===== src/rtl/bram_fifo_obuf.sv =====
// Two-entry first-word-fall-through buffer that holds words captured from the
// RAM's registered read port until the consumer takes them.
module bram_fifo_obuf #(
    parameter int data_w = 2
) (
    input  logic              clk,
    input  logic              rst,
    input  logic              flush,
    input  logic              push,
    input  logic [data_w-1:0] din,
    input  logic              pop,
    output logic              valid,
    output logic [data_w-1:0] dout,
    output logic [1:0]        count
);

    logic [data_w-1:0] ent0_r, ent1_r, ent0_s, ent1_s;
    logic [1:0]        cnt_r, cnt_s;
    logic              pop_s;

    assign pop_s = pop & (cnt_r != 2'd0);
    assign valid = (cnt_r != 2'd0);
    assign dout  = ent0_r;
    assign count = cnt_r;

    // Next-state for the head/tail slots; ent0 is always the head.
    always_comb begin
        ent0_s = ent0_r;
        ent1_s = ent1_r;
        cnt_s  = cnt_r;
        if (flush) begin
            ent0_s = {data_w{1'b0}};
            ent1_s = {data_w{1'b0}};
            cnt_s  = 2'd0;
        end else begin
            case ({push, pop_s})
                2'b10: begin
                    case (cnt_r)
                        2'd0:    ent0_s = din;
                        2'd1:    ent1_s = din;
                        default: ent1_s = ent1_r;
                    endcase
                    cnt_s = cnt_r + 2'd1;
                end
                2'b01: begin
                    ent0_s = ent1_r;
                    cnt_s  = cnt_r - 2'd1;
                end
                2'b11: begin
                    if (cnt_r == 2'd1) begin
                        ent0_s = din;
                    end else begin
                        ent0_s = ent1_r;
                        ent1_s = din;
                    end
                end
                default: cnt_s = cnt_r;
            endcase
        end
    end

    // Buffer state register with asynchronous clear.
    always_ff @(posedge clk or posedge rst) begin
        if (rst) begin
            ent0_r <= {data_w{1'b0}};
            ent1_r <= {data_w{1'b0}};
            cnt_r  <= 2'd0;
        end else begin
            ent0_r <= ent0_s;
            ent1_r <= ent1_s;
            cnt_r  <= cnt_s;
        end
    end

endmodule


===== src/rtl/bram_fifo_ctrl.sv =====
// FIFO controller driving a dual-port block RAM: port A writes producer data,
// port B prefetches through the 1-cycle registered read into a 2-entry buffer.
module bram_fifo_ctrl #(
    parameter int data_w = 2,
    parameter int addr_w = 13
) (
    input  logic              CLK,
    input  logic              RST,
    input  logic              FLUSH,
    input  logic              WR_VALID,
    output logic              WR_READY,
    input  logic [data_w-1:0] WR_DATA,
    output logic              RD_VALID,
    input  logic              RD_READY,
    output logic [data_w-1:0] RD_DATA,
    output logic [addr_w+1:0] COUNT,
    output logic              BRAM_ENA,
    output logic              BRAM_WEA,
    output logic [addr_w-1:0] BRAM_ADDRA,
    output logic [data_w-1:0] BRAM_DIA,
    output logic              BRAM_SSRA,
    output logic              BRAM_ENB,
    output logic              BRAM_WEB,
    output logic              BRAM_SSRB,
    output logic [addr_w-1:0] BRAM_ADDRB,
    input  logic [data_w-1:0] BRAM_DOB
);

    logic [addr_w-1:0] wr_ptr_r, rd_ptr_r;
    logic [addr_w:0]   mem_cnt_r, mem_cnt_s;
    logic              inflight_r;
    logic              wr_acc_s, rd_iss_s, pop_s;
    logic [1:0]        ob_cnt_s;
    logic [2:0]        occ_s;

    // The RAM holds exactly 2**addr_w words, so its top count bit means full.
    assign WR_READY = ~RST & ~mem_cnt_r[addr_w];
    assign wr_acc_s = WR_VALID & WR_READY;
    assign pop_s    = RD_VALID & RD_READY;
    assign occ_s    = {1'b0, ob_cnt_s} + {2'b00, inflight_r};
    assign rd_iss_s = (mem_cnt_r != {(addr_w+1){1'b0}}) &
                      (occ_s < (3'd2 + {2'b00, pop_s}));

    assign mem_cnt_s = mem_cnt_r + {{addr_w{1'b0}}, wr_acc_s}
                                 - {{addr_w{1'b0}}, rd_iss_s};

    assign BRAM_ENA   = wr_acc_s;
    assign BRAM_WEA   = wr_acc_s;
    assign BRAM_ADDRA = wr_ptr_r;
    assign BRAM_DIA   = WR_DATA;
    assign BRAM_SSRA  = 1'b0;
    assign BRAM_ENB   = 1'b1;
    assign BRAM_WEB   = 1'b0;
    assign BRAM_SSRB  = 1'b0;
    assign BRAM_ADDRB = rd_ptr_r;

    assign COUNT = {1'b0, mem_cnt_r} + {{(addr_w+1){1'b0}}, inflight_r}
                 + {{addr_w{1'b0}}, ob_cnt_s};

    // Pointer, RAM occupancy and in-flight read tracking.
    always_ff @(posedge CLK or posedge RST) begin
        if (RST) begin
            wr_ptr_r   <= {addr_w{1'b0}};
            rd_ptr_r   <= {addr_w{1'b0}};
            mem_cnt_r  <= {(addr_w+1){1'b0}};
            inflight_r <= 1'b0;
        end else if (FLUSH) begin
            wr_ptr_r   <= {addr_w{1'b0}};
            rd_ptr_r   <= {addr_w{1'b0}};
            mem_cnt_r  <= {(addr_w+1){1'b0}};
            inflight_r <= 1'b0;
        end else begin
            wr_ptr_r   <= wr_ptr_r + {{(addr_w-1){1'b0}}, wr_acc_s};
            rd_ptr_r   <= rd_ptr_r + {{(addr_w-1){1'b0}}, rd_iss_s};
            mem_cnt_r  <= mem_cnt_s;
            inflight_r <= rd_iss_s;
        end
    end

    bram_fifo_obuf #(.data_w(data_w)) u_obuf (
        .clk   (CLK),
        .rst   (RST),
        .flush (FLUSH),
        .push  (inflight_r),
        .din   (BRAM_DOB),
        .pop   (pop_s),
        .valid (RD_VALID),
        .dout  (RD_DATA),
        .count (ob_cnt_s)
    );

endmodule


===== config.mk =====
export PLATFORM = sky130hd
export DESIGN_NAME = bram_fifo_ctrl
export DESIGN_NICKNAME = d
export VERILOG_FILES = /design/src/rtl/bram_fifo_obuf.sv /design/src/rtl/bram_fifo_ctrl.sv
export SDC_FILE = /design/constraint.sdc
export NUM_CORES = 1
export LEC_CHECK = 0
export CORE_MARGIN = 3
export CORE_UTILIZATION = 40
export DETAILED_ROUTE_END_ITERATION = 8
export PLACE_DENSITY = 0.76
export SLEW_MARGIN = 30
export SYNTH_ARGS = -nofsm -noshare
export SYNTH_HDL_FRONTEND = slang
export SYNTH_SLANG_ARGS = --single-unit

===== constraint.sdc =====
create_clock -name CLK -period 7.7 [get_ports CLK]
set_input_delay 1.54 -clock CLK [delete_from_list [all_inputs] [get_ports CLK]]
set_output_delay 1.54 -clock CLK [all_outputs]
set_load 0.01 [all_outputs]

After elaboration in Yosys (flattened, before gate mapping)
Cells that the tools add are included.
- flip-flop bits (word level): 47
- bits of input ports: 9
- output and inout bits: 53
- word-level logic and storage cells: 52
- $add $sub $neg: 10
- magnitude comparators: 1
- eq/ne operators: 6
- muxes and demuxes: 13
- bitwise gates (word level): 7
- reduce and logical (&&, ||, !) cells: 8
- operators by type and width (operator ; count):
    13-bit by 1-bit adder with 13-bit output ; 2
    13-bit 2-to-1 mux ; 2
    14-bit by 1-bit adder with 15-bit output ; 1
    15-bit by 2-bit adder with 15-bit output ; 1
    14-bit by 1-bit adder with 14-bit output ; 1
    14-bit 2-to-1 mux ; 1
    14-bit nonzero test ; 1
    14-bit by 1-bit subtractor with 14-bit output ; 1
    2-bit 2-to-1 mux ; 6
    2-bit case mux with 2 select lines ; 2
    3-bit != test (second input constant) ; 2
    2-bit case mux with 3 select lines ; 1
    3-bit nonzero test ; 2
    1-bit bitwise AND ; 5
    2-bit by 1-bit equality test with 1-bit output (second input constant) ; 2
    2-bit equality test (second input constant) ; 2
    2-bit AND reduction ; 2
    4-bit nonzero test ; 1
    2-bit by 1-bit adder with 3-bit output ; 1
    2-bit by 1-bit adder with 3-bit output (first input constant) ; 1
    3-bit less-than comparator ; 1
    2-bit by 1-bit adder with 2-bit output (second input constant) ; 1
    2-bit logical NOT ; 1
    1-bit NOT ; 2
    other kinds (3) ; 3

Depth between registers and ports, before layout
Gate-level depths: netlist of run 1.
- depth in word-level cells: 7
- gate-level depth with buffers: 15
- mapped depth without buffers: 14

By module
Synthesis of run 1 repeated with hierarchy kept, for this count alone.
- cell total of the unflattened synthesis: 359
- area, all modules: 3382.0 um^2
- modules (own cells, without submodules) (module ; instances ; cells an instance ; area each (um^2) ; seq. area each (um^2)):
    bram_fifo_ctrl ; 1 ; 310 ; 2922.8 ; 1026.0
    bram_fifo_obuf ; 1 ; 49 ; 459.2 ; 150.1

Least setup slack after synthesis of run 1
OpenSTA, ideal clock, no wires.
- kind: in2reg
- start: input RD_READY
- end: register mem_cnt_r[8]
- library setup time: 0.125 ns
- data arrival time: 4.064 ns
- required time: 7.575 ns
- setup slack: 3.511 ns
- stages: 13
- path buffers: 1
- path through: nand2b_1 -> clkbuf_1 -> o21a_1 -> nor3_1 -> ha_1 -> inv_1 -> ha_1 -> fa_1 -> a211o_1 -> a31oi_1 -> o21bai_1 -> a31oi_1 -> mux2_2
- word-level cells in the longest chain between the ends: 6
- RTL lines (what ; line ; source):
    start: declaration ; bram_fifo_ctrl.sv:14 ; input logic RD_READY,
    1-bit bitwise AND ; bram_fifo_ctrl.sv:39 ; assign pop_s = RD_VALID & RD_READY;
    2-bit by 1-bit adder with 3-bit output ; bram_fifo_ctrl.sv:42 ; (occ_s < (3'd2 + {2'b00, pop_s}));
    3-bit less-than comparator ; bram_fifo_ctrl.sv:42 ;
    1-bit bitwise AND ; bram_fifo_ctrl.sv:41 ; assign rd_iss_s = (mem_cnt_r != {(addr_w+1){1'b0}}) &
    14-bit by 1-bit subtractor with 14-bit output ; bram_fifo_ctrl.sv:45 ; - {{addr_w{1'b0}}, rd_iss_s};
    14-bit 2-to-1 mux ; bram_fifo_ctrl.sv:67 ; end else if (FLUSH) begin
    end signal: assignment ; bram_fifo_ctrl.sv:65 ; mem_cnt_r <= {(addr_w+1){1'b0}};
    end signal: assignment ; bram_fifo_ctrl.sv:70 ; mem_cnt_r <= {(addr_w+1){1'b0}};
    end signal: assignment ; bram_fifo_ctrl.sv:75 ; mem_cnt_r <= mem_cnt_s;
    end: declaration ; bram_fifo_ctrl.sv:30 ; logic [addr_w:0] mem_cnt_r, mem_cnt_s;
Every way passes these cells.
A chain may end at the register's enable or synchronous reset.

Worst setup path in the final report of run 1
Ends and elaborated chain as after synthesis.

==> results of run 1 <==
-- path summary, 6_finish.rpt --
| check | to | depth (start not counted) |
|---|---|---|
| worst max-delay path | mem_cnt_r[8] | 13 |
| worst min-delay path | BRAM_ADDRA[12] | 2 |
| worst max register to register | mem_cnt_r[8] | 14 |
| worst min register to register | BRAM_ADDRA[12] | 2 |
| max in group asynchronous | mem_cnt_r[6] | 2 |
| min in group asynchronous | mem_cnt_r[13] | 2 |
-- sequential cells by signal, indices dropped and copies added, names as in the netlist --
register	count
u_obuf.count	2
mem_cnt_r	14
inflight_r	1
u_obuf.dout	2
u_obuf.ent1_r	2
BRAM_ADDRB	13
BRAM_ADDRA	13
-- synth_stat cells (3+ instances only) --
master	n	area, sq um
clkbuf_1	6	22.5
nand2_1	19	71.3
nor2_1	41	154
and3_1	7	43.8
nand4_1	3	18.8
or3_1	5	31.3
inv_1	31	116
nor4_1	3	18.8
nor2b_1	10	62.6
ha_1	40	500
a21oi_1	17	85.1
nor3_1	5	25.0
fa_1	3	60.1
xnor2_1	23	201
dfrtp_1	47	1180
nand2b_1	3	18.8
buf_4	7	52.6
o21ai_0	8	40.0
nand3_1	19	95.1
xor2_1	16	140
-- routing by layer --
| layer | part of all wire | GRT usage | up-vias |
|---|---|---|---|
| met2 | 0.48 | 0.269 | 48 |
| li1 | - | - | 1259 |
| met5 | 0 | 0 | - |
| met1 | 0.46 | 0.204 | 1218 |
| met3 | 0.037 | 0.0287 | 13 |
| met4 | 0.014 | 0.0397 | 0 |
-- layout make-up --
| class | count | area (sq um) |
|---|---|---|
| Clock buffer | 5 | 68.8 |
| Sequential cell | 47 | 1180 |
| Inverter | 31 | 119 |
| Multi-Input combinational cell | 260 | 1900 |
| Tap cell | 102 | 128 |
| Fill cell | 749 | 3880 |
| Timing Repair Buffer | 53 | 526 |
| Clock inverter | 3 | 47.5 |
-- logic make-up after synthesis --
family          count (synthesis)
simple gates                  122
compound gates                 49
flops                          47
buf+inv                        45
fa+ha+maj                      43
xor+xnor                       39
mux                             3
other cells                     2
-- power groups by stage --
stage / logic, W / registers, W / clock network, W
2_1_floorplan: 0.000610 / 0.000355 / 0
3_3_place_gp: 0.000818 / 0.000374 / 0
3_5_place_dp: 0.000834 / 0.000376 / 0
4_1_cts: 0.000841 / 0.000371 / 0.000194
5_1_grt: 0.000948 / 0.000379 / 0.000208
6_report: 0.000835 / 0.000370 / 0.000187
-- critical path, stage by stage --
cell and delay (ns):
clkdlybuf4s50_1 0.57, nand2b_1 0.19, o21a_1 0.23, nor3_1 0.23, ha_1 0.17, inv_1 0.04
ha_1 0.19, fa_1 0.42, a211o_1 0.30, a31oi_1 0.32, o21bai_1 0.15, a31oi_1 0.20
mux2_2 0.35
-- stage by stage --
stage	cell area, sq um	util
floorplan	3280	-
global placement	3840	0.490
detailed placement	3850	0.490
CTS	3960	0.505
global route	3960	0.505
finish	3960	0.505
==> reports/metrics.csv, run 1 <==
metric,value,unit
synth_ff_type,dfrtp_1,
finalMaxSlewViolations,0,
period_needed,4.71,ns
synth-async-reset-ratio,1.00,
clk_pin_slew,0.09,ns
cts_inserted_buffers,5,
synth_compound_area_frac,0.103,
powerDensity,351,mW/mm^2
worstSetupPathType,input port to flip-flop,
combPwrFrac,0.600,
ys_types,50,
final.period_utilization,0.612,
h-tree-depth,2,
ios,62,
yosysWarnings,0,
hold_violations,0,
clockBufferDepth,2,
total_power,0.00139,W
relSlewSlack,0.395,
final_cell_mix,"clkdlybuf4s50_1 (52), dfrtp_1 (47), nor2_1 (41)",
vias,2538,
placed_cells,493,
overflow,0,
drt-total-wl,6790,um
worstPathArrival,4.90,ns
worst_pin_slew,0.907,ns
synth_adder_area_share,0.171,
antennaDiodeCount,0,
drt_iter0_drc,80,
fin_cells,501,
end_kind,flip-flop,
fp.dieW,96.4,um
worst_ep_required_time,7.89,ns
rsz0062_at_grt,no,
critPathLaunch,RD_READY,
root_buffer,clkbuf_8,
maxCapViolCount,0,
intPower,0.000810,W
switching_share,0.418,
final_common_cell,clkdlybuf4s50_1,
initial_core_util,0.417,
cts.sinks,47,
holdCritStartpoint,BRAM_ADDRA[12],
synth_cells,350,
layout-drive-gt1-share,0.0526,
hold_path_class,flip-flop to flip-flop,
synthXorXnorAreaFrac,0.104,
grt_first_pass_wirelength,11500,um
drtAntennaViolNets,0,
grt_pass1_vias,2531,
dp_hpwl,5130,um
place_congestion,0.825,
ys_seq_area_frac,0.360,
firstDrtPassIters,4,
cts_tree,done,
area_growth_syn_to_layout,21.2,%
dieArea,0.00929,sq mm
pre_cts_ws,2.68,ns
antenna_found_initial,0,
clkPwrFrac,0.135,
start_kind,input port,
via_per_inst,5.07,
muxShareOfSynthArea,0.0115,
setup_viol,0,
fmax,212,MHz
p_seq_frac,0.266,
postCtsHoldBufs,0,
die_y,96.4,um
cts_setup_buffers,0,
setup_slack,2.99,ns
final_nets,450,
setup_tns,0,ns
rows,32,
grt_max_degree,51,
synth-seq-cells,47,
switching_power,0.000582,W
avgSynthCellArea,9.34,sq um
ir_drop,0.121,mV
syn_area,0.00327,sq mm
synth_edf_count,0,
r2r_start,u_obuf.count[1],
cp_max_fo,7,
power_leakage,1.79,nW
coreArea,0.00785,sq mm
clock_skew,0.00972,ns
io_buffers,53,
wl_per_cell,13.6,um
grtUsageTotal,0.157,
clk_latency,0.30,ns
reg2reg_slack,3.90,ns
drc,0,
status,"complete, no violations",
hold_ws,0.560,ns
synth-simple-area-share,0.185,
cts_resized,0,
synth_top_family_by_area,simple AND/OR/NAND/NOR gates,
No activity file was read; power rests on OpenSTA's default activity.
==> inputs of run 2 (changes only) <==
==> constraint.sdc (replaced) <==
create_clock -name CLK -period 4.7 [get_ports CLK]
set_input_delay 0.94 -clock CLK [delete_from_list [all_inputs] [get_ports CLK]]
set_output_delay 0.94 -clock CLK [all_outputs]
set_load 0.01 [all_outputs]
==> run 2 against run 1 <==
Routed wire length up 1.4%; worst setup slack worse by 2.4 ns; design area up 0.13%; sequential power grew 65%; utilization increased by 0.064 points; clock skew shrank 0.0069 ns; clock power grew 69%; largest power group unchanged; first-iteration DRC count grew 10%; sequential cell count unchanged; die area stayed put; power is 66% higher; clock-buffer cell count increased by 1.
==> reports/metrics.csv, run 2 (synthesis results as in run 1) <==
metric,value,unit
setup_slack,0.563,ns
area_growth_syn_to_layout,21.4,%
worstSetupPathType,input port to flip-flop,
antenna_found_initial,0,
die_y,96.4,um
grt_max_degree,51,
fp.dieW,96.4,um
io_buffers,53,
placed_cells,493,
gr-usage-met3,0.0248,
rows,32,
cts_setup_buffers,0,
gr-usage-met2,0.273,
clk_pin_slew,0.09,ns
final_cell_mix,"clkdlybuf4s50_1 (52), dfrtp_1 (47), nor2_1 (41)",
clk_latency,0.29,ns
place_congestion,0.822,
start_kind,input port,
final.period_utilization,0.880,
relSlewSlack,0.400,
power_leakage,1.79,nW
total_power,0.00231,W
h-tree-depth,2,
drt-total-wl,6880,um
grtUsageTotal,0.158,
rsz0062_at_grt,no,
drtAntennaViolNets,0,
top_register,mem_cnt_r,
antennaDiodeCount,0,
ir_drop,0.210,mV
worst_pin_slew,0.900,ns
cts_tree,done,
overflow,0,
final_common_cell,clkdlybuf4s50_1,
dp_hpwl,5210,um
clock_skew,0.00283,ns
cts_resized,0,
grt_pass1_vias,2561,
layout-drive-gt1-share,0.0526,
postCtsHoldBufs,0,
period_needed,4.14,ns
ios,62,
setup_viol,0,
fin_cells,501,
hold_ws,0.557,ns
wl_per_cell,13.7,um
via_per_inst,5.08,
setup_tns,0,ns
finalMaxSlewViolations,0,
clockBufferDepth,2,
root_buffer,clkbuf_8,
vias,2547,
worstPathArrival,4.32,ns
dieArea,0.00929,sq mm
gr-usage-met1,0.208,
initial_core_util,0.417,
firstDrtPassIters,4,
end_kind,flip-flop,
pre_cts_ws,0.279,ns
powerDensity,581,mW/mm^2
grt_most_used_layer,met2,
hold_path_class,flip-flop to flip-flop,
cts.sinks,47,
maxCapViolCount,0,
grt_first_pass_wirelength,11800,um
drc,0,
coreArea,0.00785,sq mm
worst_ep_required_time,4.89,ns
cp_max_fo,7,
cts_inserted_buffers,5,
final_nets,450,
hold_violations,0,
drt_iter0_drc,88,
status,"complete, no violations",
fmax,242,MHz
largest_reg_flops,14,
==> run 2: critical path, cell delays in order <==
cell and delay, ns:
clkdlybuf4s50_1 0.58, nand2b_1 0.20, o21a_1 0.23, nor3_1 0.20, ha_1 0.16, inv_1 0.04
ha_1 0.20, fa_1 0.43, a211o_1 0.30, a31oi_1 0.34, o21bai_1 0.15, a31oi_1 0.20
mux2_2 0.34
==> run 2: per-stage QoR <==
stage / util / cell area (sq um)
6_report: 0.506 / 3970
3_3_place_gp: 0.490 / 3840
5_1_grt: 0.506 / 3970
4_1_cts: 0.506 / 3970
3_5_place_dp: 0.490 / 3850
2_1_floorplan: - / 3280
==> run 2: per-layer routing <==
layer / up-vias / wire length [um]
li1: 1262 / -
met1: 1226 / 3260
met2: 49 / 3320
met3: 10 / 211
met4: 0 / 99
met5: - / 0
==> run 2: layout make-up <==
class	instances	area, sq um
Fill cell	757	3880
Multi-Input combinational cell	260	1900
Sequential cell	47	1180
Timing Repair Buffer	53	526
Tap cell	102	128
Inverter	31	119
Clock buffer	6	82.6
Clock inverter	2	38.8
==> run 2: worst paths after layout <==
kind,startpoint,endpoint,slack (ns),cells after the start
setup / recovery,RD_READY,mem_cnt_r[8],0.56,13
hold / removal,BRAM_ADDRA[12],BRAM_ADDRA[12],0.56,2
setup reg to reg,mem_cnt_r[6],mem_cnt_r[8],0.90,14
hold reg to reg,BRAM_ADDRA[12],BRAM_ADDRA[12],0.56,2
max in group asynchronous,RST,BRAM_ADDRB[12],3.19,2
min in group asynchronous,RST,mem_cnt_r[10],1.11,2
==> run 2: where the power goes <==
part / switching [W] / internal (W)
clock: 0.000141 / 0.000175
sequential: 0.000120 / 0.000489
combinational: 0.000700 / 0.000679
==> inputs of run 3 (changes only) <==
--- a/config.mk
+++ b/config.mk
@@ -9,7 +9,7 @@
 export CORE_UTILIZATION = 40
 export DETAILED_ROUTE_END_ITERATION = 8
 export PLACE_DENSITY = 0.76
-export SLEW_MARGIN = 30
+export SLEW_MARGIN = 20
 export SYNTH_ARGS = -nofsm -noshare
 export SYNTH_HDL_FRONTEND = slang
 export SYNTH_SLANG_ARGS = --single-unit
==> run 3 against run 2 <==
Clock-buffer cell count did not move; clock skew is 0.00083 ns higher; sequential cell count stayed put; combinational power barely moved; critical path type unchanged; critical endpoint is now mem_cnt_r[10]; largest power group unchanged; highest routed layer unchanged.
==> reports/metrics.csv, run 3 (synthesis results as in run 1) <==
metric,value,unit
cts.sinks,47,
drt_iter0_drc,88,
top_register,mem_cnt_r,
final.period_utilization,0.876,
status,"complete, no violations",
fmax,243,MHz
worstSetupPathType,input port to flip-flop,
drtAntennaViolNets,0,
area_growth_syn_to_layout,21.3,%
clock_skew,0.00366,ns
start_kind,input port,
maxCapViolCount,0,
vias,2548,
via_per_inst,5.09,
clkPwrFrac,0.137,
clk_latency,0.29,ns
place_congestion,0.822,
fillers,745,
drt-total-wl,6860,um
multiInputGateArea,0.00190,sq mm
clk_pin_slew,0.09,ns
worst_pin_slew,0.906,ns
worstPathArrival,4.30,ns
coreArea,0.00785,sq mm
powerDensity,581,mW/mm^2
clockBufferDepth,2,
final_cell_mix,"clkdlybuf4s50_1 (52), dfrtp_1 (47), nor2_1 (41)",
period_needed,4.11,ns
final_nets,450,
end_kind,flip-flop,
cp_max_fo,7,
p_seq_frac,0.265,
dp_hpwl,5180,um
power_leakage,1.79,nW
postCtsHoldBufs,0,
antenna_found_initial,0,
switching_power,0.000962,W
die_y,96.4,um
layout-drive-gt1-share,0.0526,
cts_resized,0,
antennaDiodeCount,0,
setup_tns,0,ns
cts_inserted_buffers,5,
h-tree-depth,2,
grt_pass1_vias,2515,
initial_core_util,0.417,
dieArea,0.00929,sq mm
io_buffers,53,
largest_reg_flops,14,
grt_max_degree,51,
firstDrtPassIters,4,
setup_viol,0,
seq_area,0.00118,sq mm
combPwrFrac,0.598,
intPower,0.00134,W
fp.dieW,96.4,um
overflow,0,
hold_path_class,flip-flop to flip-flop,
cts_setup_buffers,0,
relSlewSlack,0.396,
rsz0062_at_grt,no,
drc,0,
root_buffer,clkbuf_8,
switching_share,0.417,
ios,62,
wl_per_cell,13.7,um
final_common_cell,clkdlybuf4s50_1,
ir_drop,0.203,mV
rows,32,
worst_ep_required_time,4.89,ns
grtUsageTotal,0.158,
finalMaxSlewViolations,0,
reg2reg_slack,0.92,ns
cts_tree,done,
utilization,0.505,
grt_first_pass_wirelength,11700,um
hold_violations,0,
## run 3: changes by cell type in the layout (fill, tap and decap cells not counted), sizes merged
| cell | previous run | this run |
|---|---|---|
| inv | 32 | 31 |
| clkinv | 0 | 1 |
## run 3: metal layers
metal  track usage  up-vias  routed length [um]
met3        0.0263       14                 245
met4        0.0397        0                 113
met2         0.263       56                3250
met5             0        -                   0
met1         0.213     1217                3250
li1              -     1261                   -
## run 3: worst paths after layout
path	startpoint	endpoint	cells past startpoint
setup reg to reg	u_obuf.count[1]	mem_cnt_r[10]	14
max in group asynchronous	RST	mem_cnt_r[7]	2
setup / recovery	RD_READY	mem_cnt_r[10]	13
hold reg to reg	BRAM_ADDRA[12]	BRAM_ADDRA[12]	2
hold / removal	BRAM_ADDRA[12]	BRAM_ADDRA[12]	2
min in group asynchronous	RST	u_obuf.count[1]	2
## run 3: layout make-up
| cell class | count | share of cell area |
|---|---|---|
| clock buffers | 6 | 0.0208 |
| clock inverters | 2 | 0.00978 |
| inverters | 31 | 0.0297 |
| multi-input cells | 260 | 0.479 |
| flip-flops and latches | 47 | 0.297 |
| well taps | 102 | 0.0322 |
| repair buffers | 53 | 0.132 |
## run 3: critical path: stages
cell and delay (ns):
clkdlybuf4s50_1 0.58, nand2b_1 0.20, o21a_1 0.23, nor3_1 0.21
ha_1 0.16, inv_1 0.04, ha_1 0.20, fa_1 0.43
a211o_1 0.29, a31oi_1 0.33, o21bai_1 0.13, a21oi_1 0.20
mux2_2 0.36
## run 3: per-stage QoR
step                      setup WS, ns  area (sq um)  std cells  total power [W]  hold WS [ns]
after floorplan                   1.11          3280        352          0.00158         0.518
after global placement           0.346          3840        493          0.00195         0.524
after detailed placement         0.274          3840        493          0.00199         0.547
after CTS                        0.589          3970        501          0.00232         0.562
after global routing             0.392          3970        501          0.00252         0.601
final                            0.585          3970        501          0.00231         0.557
## run 3: power by group through the flow
stage	registers [W]	clock network (W)	logic (W)
5_1_grt	0.000625	0.000344	0.00155
3_3_place_gp	0.000614	0	0.00134
2_1_floorplan	0.000582	0	0.000999
6_report	0.000610	0.000316	0.00138
4_1_cts	0.000612	0.000324	0.00139
3_5_place_dp	0.000620	0	0.00137
